## src/rtl/oam_dma.sv

```systemverilog
// OAM sprite DMA: snoops CPU writes to TRIG_ADDR, halts the CPU, then copies a
// 256-byte page to OAMDATA_ADDR as 256 read/write bus cycle pairs.
module oam_dma #(
   parameter logic [15:0] TRIG_ADDR    = 16'h4014,
   parameter logic [15:0] OAMDATA_ADDR = 16'h2004
) (
   input  logic        i_cpu_clk,
   input  logic        i_cpu_rstn,
   input  logic [15:0] i_bus_addr,
   input  logic        i_bus_wn,
   input  logic [7:0]  i_bus_wdata,
   output logic        o_cpu_rdy,
   output logic        o_dma_active,
   output logic [15:0] o_dma_addr,
   output logic        o_dma_wn,
   output logic [7:0]  o_dma_wdata,
   input  logic [7:0]  i_dma_rdata
);

   typedef enum logic [2:0] {
      ST_IDLE  = 3'd0,
      ST_HALT  = 3'd1,
      ST_ALIGN = 3'd2,
      ST_READ  = 3'd3,
      ST_WRITE = 3'd4
   } state_t;

   state_t      state_q, state_d;
   logic [7:0]  page_q, page_d;
   logic [7:0]  cnt_q, cnt_d;
   logic [7:0]  data_q, data_d;
   logic        odd_q, odd_d;
   logic        rdy_q, rdy_d;
   logic        active_q, active_d;
   logic [15:0] addr_q, addr_d;
   logic        wn_q, wn_d;
   logic [7:0]  wdata_q, wdata_d;
   logic        trig_s;

   assign trig_s = (i_bus_addr == TRIG_ADDR) && (i_bus_wn == 1'b0);

   // Next-state logic; bus outputs are decoded from the next state so the flops present them in that state's cycle
   always_comb begin
      state_d = state_q;
      page_d  = page_q;
      cnt_d   = cnt_q;
      data_d  = data_q;
      odd_d   = ~odd_q;
      case (state_q)
         ST_IDLE: begin
            if (trig_s) begin
               state_d = ST_HALT;
               page_d  = i_bus_wdata;
               cnt_d   = 8'h00;
            end else begin
               state_d = ST_IDLE;
            end
         end
         ST_HALT: begin
            if (odd_q) begin
               state_d = ST_ALIGN;
            end else begin
               state_d = ST_READ;
            end
         end
         ST_ALIGN: state_d = ST_READ;
         ST_READ: begin
            data_d  = i_dma_rdata;
            state_d = ST_WRITE;
         end
         ST_WRITE: begin
            cnt_d = cnt_q + 8'h01;
            if (cnt_q == 8'hFF) begin
               state_d = ST_IDLE;
            end else begin
               state_d = ST_READ;
            end
         end
         default: state_d = ST_IDLE;
      endcase

      rdy_d    = (state_d == ST_IDLE);
      active_d = (state_d == ST_READ) || (state_d == ST_WRITE);
      case (state_d)
         ST_READ: begin
            addr_d  = {page_d, cnt_d};
            wn_d    = 1'b1;
            wdata_d = 8'h00;
         end
         ST_WRITE: begin
            addr_d  = OAMDATA_ADDR;
            wn_d    = 1'b0;
            wdata_d = data_d;
         end
         default: begin
            addr_d  = 16'h0000;
            wn_d    = 1'b1;
            wdata_d = 8'h00;
         end
      endcase
   end

   // State, datapath and registered bus outputs; reset aborts any transfer at once
   always_ff @(posedge i_cpu_clk or negedge i_cpu_rstn) begin
      if (!i_cpu_rstn) begin
         state_q  <= ST_IDLE;
         page_q   <= 8'h00;
         cnt_q    <= 8'h00;
         data_q   <= 8'h00;
         odd_q    <= 1'b0;
         rdy_q    <= 1'b1;
         active_q <= 1'b0;
         addr_q   <= 16'h0000;
         wn_q     <= 1'b1;
         wdata_q  <= 8'h00;
      end else begin
         state_q  <= state_d;
         page_q   <= page_d;
         cnt_q    <= cnt_d;
         data_q   <= data_d;
         odd_q    <= odd_d;
         rdy_q    <= rdy_d;
         active_q <= active_d;
         addr_q   <= addr_d;
         wn_q     <= wn_d;
         wdata_q  <= wdata_d;
      end
   end

   assign o_cpu_rdy    = rdy_q;
   assign o_dma_active = active_q;
   assign o_dma_addr   = addr_q;
   assign o_dma_wn     = wn_q;
   assign o_dma_wdata  = wdata_q;

endmodule

```

## config.mk

```make
export PLATFORM = sky130hd
export DESIGN_NAME = oam_dma
export DESIGN_NICKNAME = d
export VERILOG_FILES = /design/src/rtl/oam_dma.sv
export SDC_FILE = /design/constraint.sdc
export NUM_CORES = 1
export LEC_CHECK = 0
export ABC_CLOCK_PERIOD_IN_PS = 1920
export CORE_MARGIN = 2
export CORE_UTILIZATION = 46
export DETAILED_ROUTE_END_ITERATION = 8
export GPL_TIMING_DRIVEN = 1
export PLACE_DENSITY = 0.83
export SLEW_MARGIN = 20
export SYNTH_ARGS = -nofsm -noshare
export SYNTH_HDL_FRONTEND = slang
export SYNTH_SLANG_ARGS = --single-unit
export TNS_END_PERCENT = 30
```

## constraint.sdc

```tcl
create_clock -name i_cpu_clk -period 1.92 [get_ports i_cpu_clk]
set_clock_uncertainty 0.05 [all_clocks]
set_input_delay 0.384 -clock i_cpu_clk [delete_from_list [all_inputs] [get_ports i_cpu_clk]]
set_output_delay 0.384 -clock i_cpu_clk [all_outputs]
set_load 0.02 [all_outputs]
```

# After elaboration in Yosys (flattened, before gate mapping)
# Index checks and enable logic that the tools add are counted.
# W data, S select, Z words.
[word_totals]
reg_bits = 55
elab_cells = 37
out_inout_bits = 27
in_bits = 35
[classes]
eq_ne = 8
muxes = 12
n_bitwise = 2
n_addsub = 1
reduce_logical = 4
[ops]
columns = ["op", "count"]
rows = [
  ["$mux W8", 5],
  ["$pmux W16 S2", 1],
  ["$eq A16 B15 Y1 const B", 1],
  ["$pmux W8 S2", 1],
  ["$pmux W3 S5", 1],
  ["$eq A3 B2 Y1 const B", 3],
  ["$add A8 B1 Y8 const B", 1],
  ["$eq A8 B8 Y1 const B", 1],
  ["$eq A3 B3 Y1 const B", 2],
  ["$logic_not A3 Y1", 2],
  ["$eq A3 B1 Y1 const B", 1],
  ["$mux W1", 3],
  ["$mux W2", 1],
  ["$not A1 Y1", 2],
  ["$logic_and A1 B1 Y1", 1],
  ["$logic_or A1 B1 Y1", 1],
]

# Depth between registers and ports, before layout
[depth]
ltp_word = 6
mapped_depth = 7
mapped_depth_nobuf = 5

# Worst setup path before layout
# Ideal clock, no wire load.
[synth_timing]
path_type = "in2reg"
start = "input port i_bus_addr[5]"
end = "register page_q[5]"
setup_ps = 125
path_buffers = 0
arrival_time_ps = 1470
setup_slack_ps = 275
t_required_ps = 1745
stages = 4
cell_sequence = "nor4b_1 > and2_1 > and3_1 > mux2_2"
[synth_between]
elab_chain_len = 4
[synth_lines]
columns = ["item", "line", "rtl"]
rows = [
  ["from (decl)", "9", "input logic [15:0] i_bus_addr,"],
  ["$eq A16 B15 Y1", "40", "assign trig_s = (i_bus_addr == TRIG_ADDR) && (i_bus_wn == 1'b0);"],
  ["$logic_and A1 B1 Y1", "40", ""],
  ["$mux W8", "51", "if (trig_s) begin"],
  ["$mux W8", "49", "case (state_q)"],
  ["named net page_d[5]", "29", "logic [7:0] page_q, page_d;"],
  ["to (signal assigned)", "118", "page_q <= page_d;"],
  ["to (decl)", "29", ""],
]
# The timed path passes the listed nets, and every way through them passes these cells.

# Worst setup path after layout
[layout_timing]
start = "register rdy_q (netlist: o_cpu_rdy)"
end = "output port o_cpu_rdy"
[layout_rtl]
columns = ["item", "line", "rtl"]
rows = [
  ["from (decl)", "33", "logic rdy_q, rdy_d;"],
  ["from (signal assigned)", "122", "rdy_q <= rdy_d;"],
  ["to (decl)", "12", "output logic o_cpu_rdy,"],
]
# No word-level cell between the ends.

==> results.sh <==
export IMPL_clk_latency_ps=310
export IMPL_viasPerCell=5.45
export IMPL_grt_ovfl_total=0
export IMPL_first_pass_iters=4
export IMPL_regToRegStartpoint="state_q[0]"
export IMPL_placed_cells=311
export IMPL_first_iter_violations=132
export IMPL_die_h_um=71.4
export IMPL_slew_headroom_pct=64.0
export IMPL_cts_buffers=5
export IMPL_cts_buffer_depth=2
export IMPL_fmax_ghz=0.532
export IMPL_synthCells=187
export IMPL_die_w_um=71.4
export IMPL_io_pins=62
export IMPL_grt_pass1_vias=1765
export IMPL_r2r_end="o_dma_addr[2]"
export IMPL_grt_pass1_wl_um=8360
export IMPL_grt_max_degree=25
export IMPL_required_ps=1490
export IMPL_gp_congestion=0.889
export IMPL_synth_area_top_cells="dfrtp_1 (54%), o21ai_0 (3.4%), a21oi_1 (2.9%), and2_1 (2.7%), nand2_1 (2.7%)"
export IMPL_start_util_pct=48.0
export IMPL_synth_main_ff_cell="dfrtp_1"
export IMPL_critPathArrivalTime_ps=1450
export IMPL_cts_sinks=47
export IMPL_grt_usage_pct=21.1
export IMPL_rsz0062_at_grt="true"
export IMPL_violations="negative hold slack"
export IMPL_path_delay_family="buffers and inverters"
export IMPL_setup_viol=0
export IMPL_netlist_area_um2=2090
export IMPL_crit_chain="clkdlybuf4s50_1"
export IMPL_wl_um=4900
export IMPL_synth_seq_cells=47
export IMPL_synth_edff_count=0
export IMPL_syn_avg_cell_area_um2=11.2
export IMPL_antenna_found_initial=0
export IMPL_use_met1_pct=27.1
export IMPL_synthArstFlopShare_pct=100
export IMPL_total_power_uw=3320
export IMPL_dieArea_um2=5100
export IMPL_yosysTopAreaCell="dfrtp_1"
export IMPL_grtUsageMet2_pct=35.8
export IMPL_ys_warn_count=0
export IMPL_h_tree_depth=2
export IMPL_tritoncts="yes"
export IMPL_core_area_um2=4350
export IMPL_wire_per_inst_um=15.4
export IMPL_nets=302
export IMPL_clk_pin_slew_ps=90
export IMPL_vdd_drop_max_v=0.000439
export IMPL_r2r_slack_ps=120
export IMPL_layout_cells_non_filler=319
export IMPL_use_met3_pct=4.64
export IMPL_slowest_stage="clkdlybuf4s50_1"
export IMPL_finalCriticalPeriod_ps=1880
export IMPL_portBuffers=61
export IMPL_r2r_cells=4
export IMPL_critPathBufInv=1
export IMPL_slowest_delay_ps=600
export IMPL_busiest_layer="met2"
export IMPL_dp_hpwl_um=3420
export IMPL_area_delta_synth_final_pct=43.8
export IMPL_synth_top_cell_area_share_pct=53.9
export IMPL_synth_fp_nets=223
export IMPL_cp_start_kind="register"
export IMPL_clockRootBuffer="clkbuf_8"
export IMPL_leakage_uw=0.00138
export IMPL_fin_crit_sh_pct=97.9
export IMPL_synth_cell_types=47
export IMPL_std_cell_rows=24
export IMPL_layout_drive_gt1_share_pct=18.4
export IMPL_maxCapViolations=0
export IMPL_num_antenna_cells=0
export IMPL_whs_ps=-4.37
export IMPL_status="finished with violations"
export IMPL_path_class="reg -> out"
export IMPL_post_cts_buffers=0
export IMPL_final_max_slew_viol_count=0
export IMPL_finalHoldViolCount=12
export IMPL_power_density_nw_per_um2=1100
export IMPL_worstMarginPinSlew_ps=539
export IMPL_ys_seq_area_share_pct=56.4
export IMPL_end_kind="output pin"
export IMPL_vias=1738
export IMPL_hp_class="in -> async"
export IMPL_crit_fanout=1
export IMPL_drc_errors=0
export IMPL_ant_nets=0
final cells by class:
cell class | instances | area [um2]
clock buffers | 5 | 68.8
clock inverters | 3 | 71.3
fillers | 325 | 1350
inverters | 3 | 11.3
multi-input cells | 127 | 846
flip-flops and latches | 47 | 1180
well taps | 52 | 65.1
repair buffers | 82 | 763
cells by family (layout without fill, tap and decap cells):
group                    count (synthesis)  after routing  share of synthesized area [%]
AND/OR/NAND/NOR                         73             73                           21.1
AO/OA/AOI/OAI                           47             47                           15.3
flip-flops                              47             47                           56.4
buffers and inverters                   13             93                           3.71
XOR/XNOR                                 3              3                           1.26
multiplexers                             3              3                           1.62
adder cells (fa/ha/maj)                  1              1                          0.599
cells in the final DEF (no fill, tap or decap), types with 2 or more instances in the layout:
master,count
o21ai_0,13
and4b_1,2
nand2b_1,3
clkbuf_8,5
a21oi_1,12
bufinv_16,2
clkdlybuf4s50_1,60
and2_1,9
a21boi_0,3
dfstp_2,2
mux2_2,3
or2_2,2
nor4b_2,2
a311oi_1,2
o21ai_1,2
nor2_1,6
xor2_1,2
nor2b_1,5
a31oi_1,2
and4_1,2
dfrtp_1,45
a221oi_2,2
inv_1,3
and3_1,4
nand4_1,8
nand3_1,4
nor3_1,4
a21oi_2,3
buf_4,21
nand2_1,15
per-stage QoR:
| stage | utilization, % | TNS, ps | area, um2 | hold slack, ps | setup WS (ps) |
|---|---|---|---|---|---|
| final | 69.0 | 0 | 3000 | -4.37 | 39.5 |
| after CTS | 68.7 | 0 | 2990 | 9.60 | 30.6 |
| after global routing | 69.0 | -24.4 | 3000 | 31.5 | -9.49 |
| after global placement | 65.5 | -3130 | 2850 | 336 | -176 |
| after detailed placement | 65.5 | -4260 | 2850 | 344 | -270 |
| after floorplan | - | 0 | 2090 | 38.4 | 275 |
what timing repair did:
item                       in CTS  in global routing
resized for setup               0                  4
hold buffers                    0                  0
setup endpoints to repair       0                 15
worst max-delay path by stage:
stage	cells past startpoint	slack (ps)	endpoint	startpoint
2_1_floorplan	4	270	page_q[5]	i_bus_addr[5]
3_3_place_gp	7	-180	cnt_q[6]	i_bus_addr[5]
3_5_place_dp	6	-270	o_dma_addr[5]	i_bus_addr[9]
4_1_cts	1	30	o_cpu_rdy	o_cpu_rdy
5_1_grt	6	-9	o_dma_addr[0]	state_q[1]
6_report	1	40	o_cpu_rdy	o_cpu_rdy
sequential cells by signal (all words and copies together) (netlist names):
signal,count
o_dma_addr,16
o_dma_wdata,8
odd_q,1
o_dma_wn,1
o_cpu_rdy,1
cnt_q,8
o_dma_active,1
page_q,8
state_q,3
worst reg2reg max path: stages (launching register included):
cell and delay (ps):
dfrtp_1 500, or3b_4 470, a31oi_4 230, nor2_4 130
a221oi_2 320
where the power goes:
part,switching [uW],internal [uW]
logic,649,550
registers,97.2,1140
clock network,356,528
total,1100,2220
synth_stat cells (all sizes together) (2+ instances only):
library cell / instances
buf: 6
nor3: 5
a221oi: 2
and2: 9
and4b: 2
nand2b: 3
a21boi: 3
inv: 3
nor4b: 2
o21ai: 15
nor2b: 5
nand2: 15
and4: 2
or3b: 2
nor2: 7
xor2: 2
or2: 2
a31oi: 3
nand4: 8
and3: 4
dfrtp: 45
nand3: 4
clkbuf: 4
a21oi: 15
dfstp: 2
a311oi: 2
mux2: 3
metal layers:
metal	up-vias	wire [um]
met4	0	83
met5	-	0
met1	835	2050
met3	9	248
met2	61	2520
li1	833	-
(Power assumes the default switching activity.)
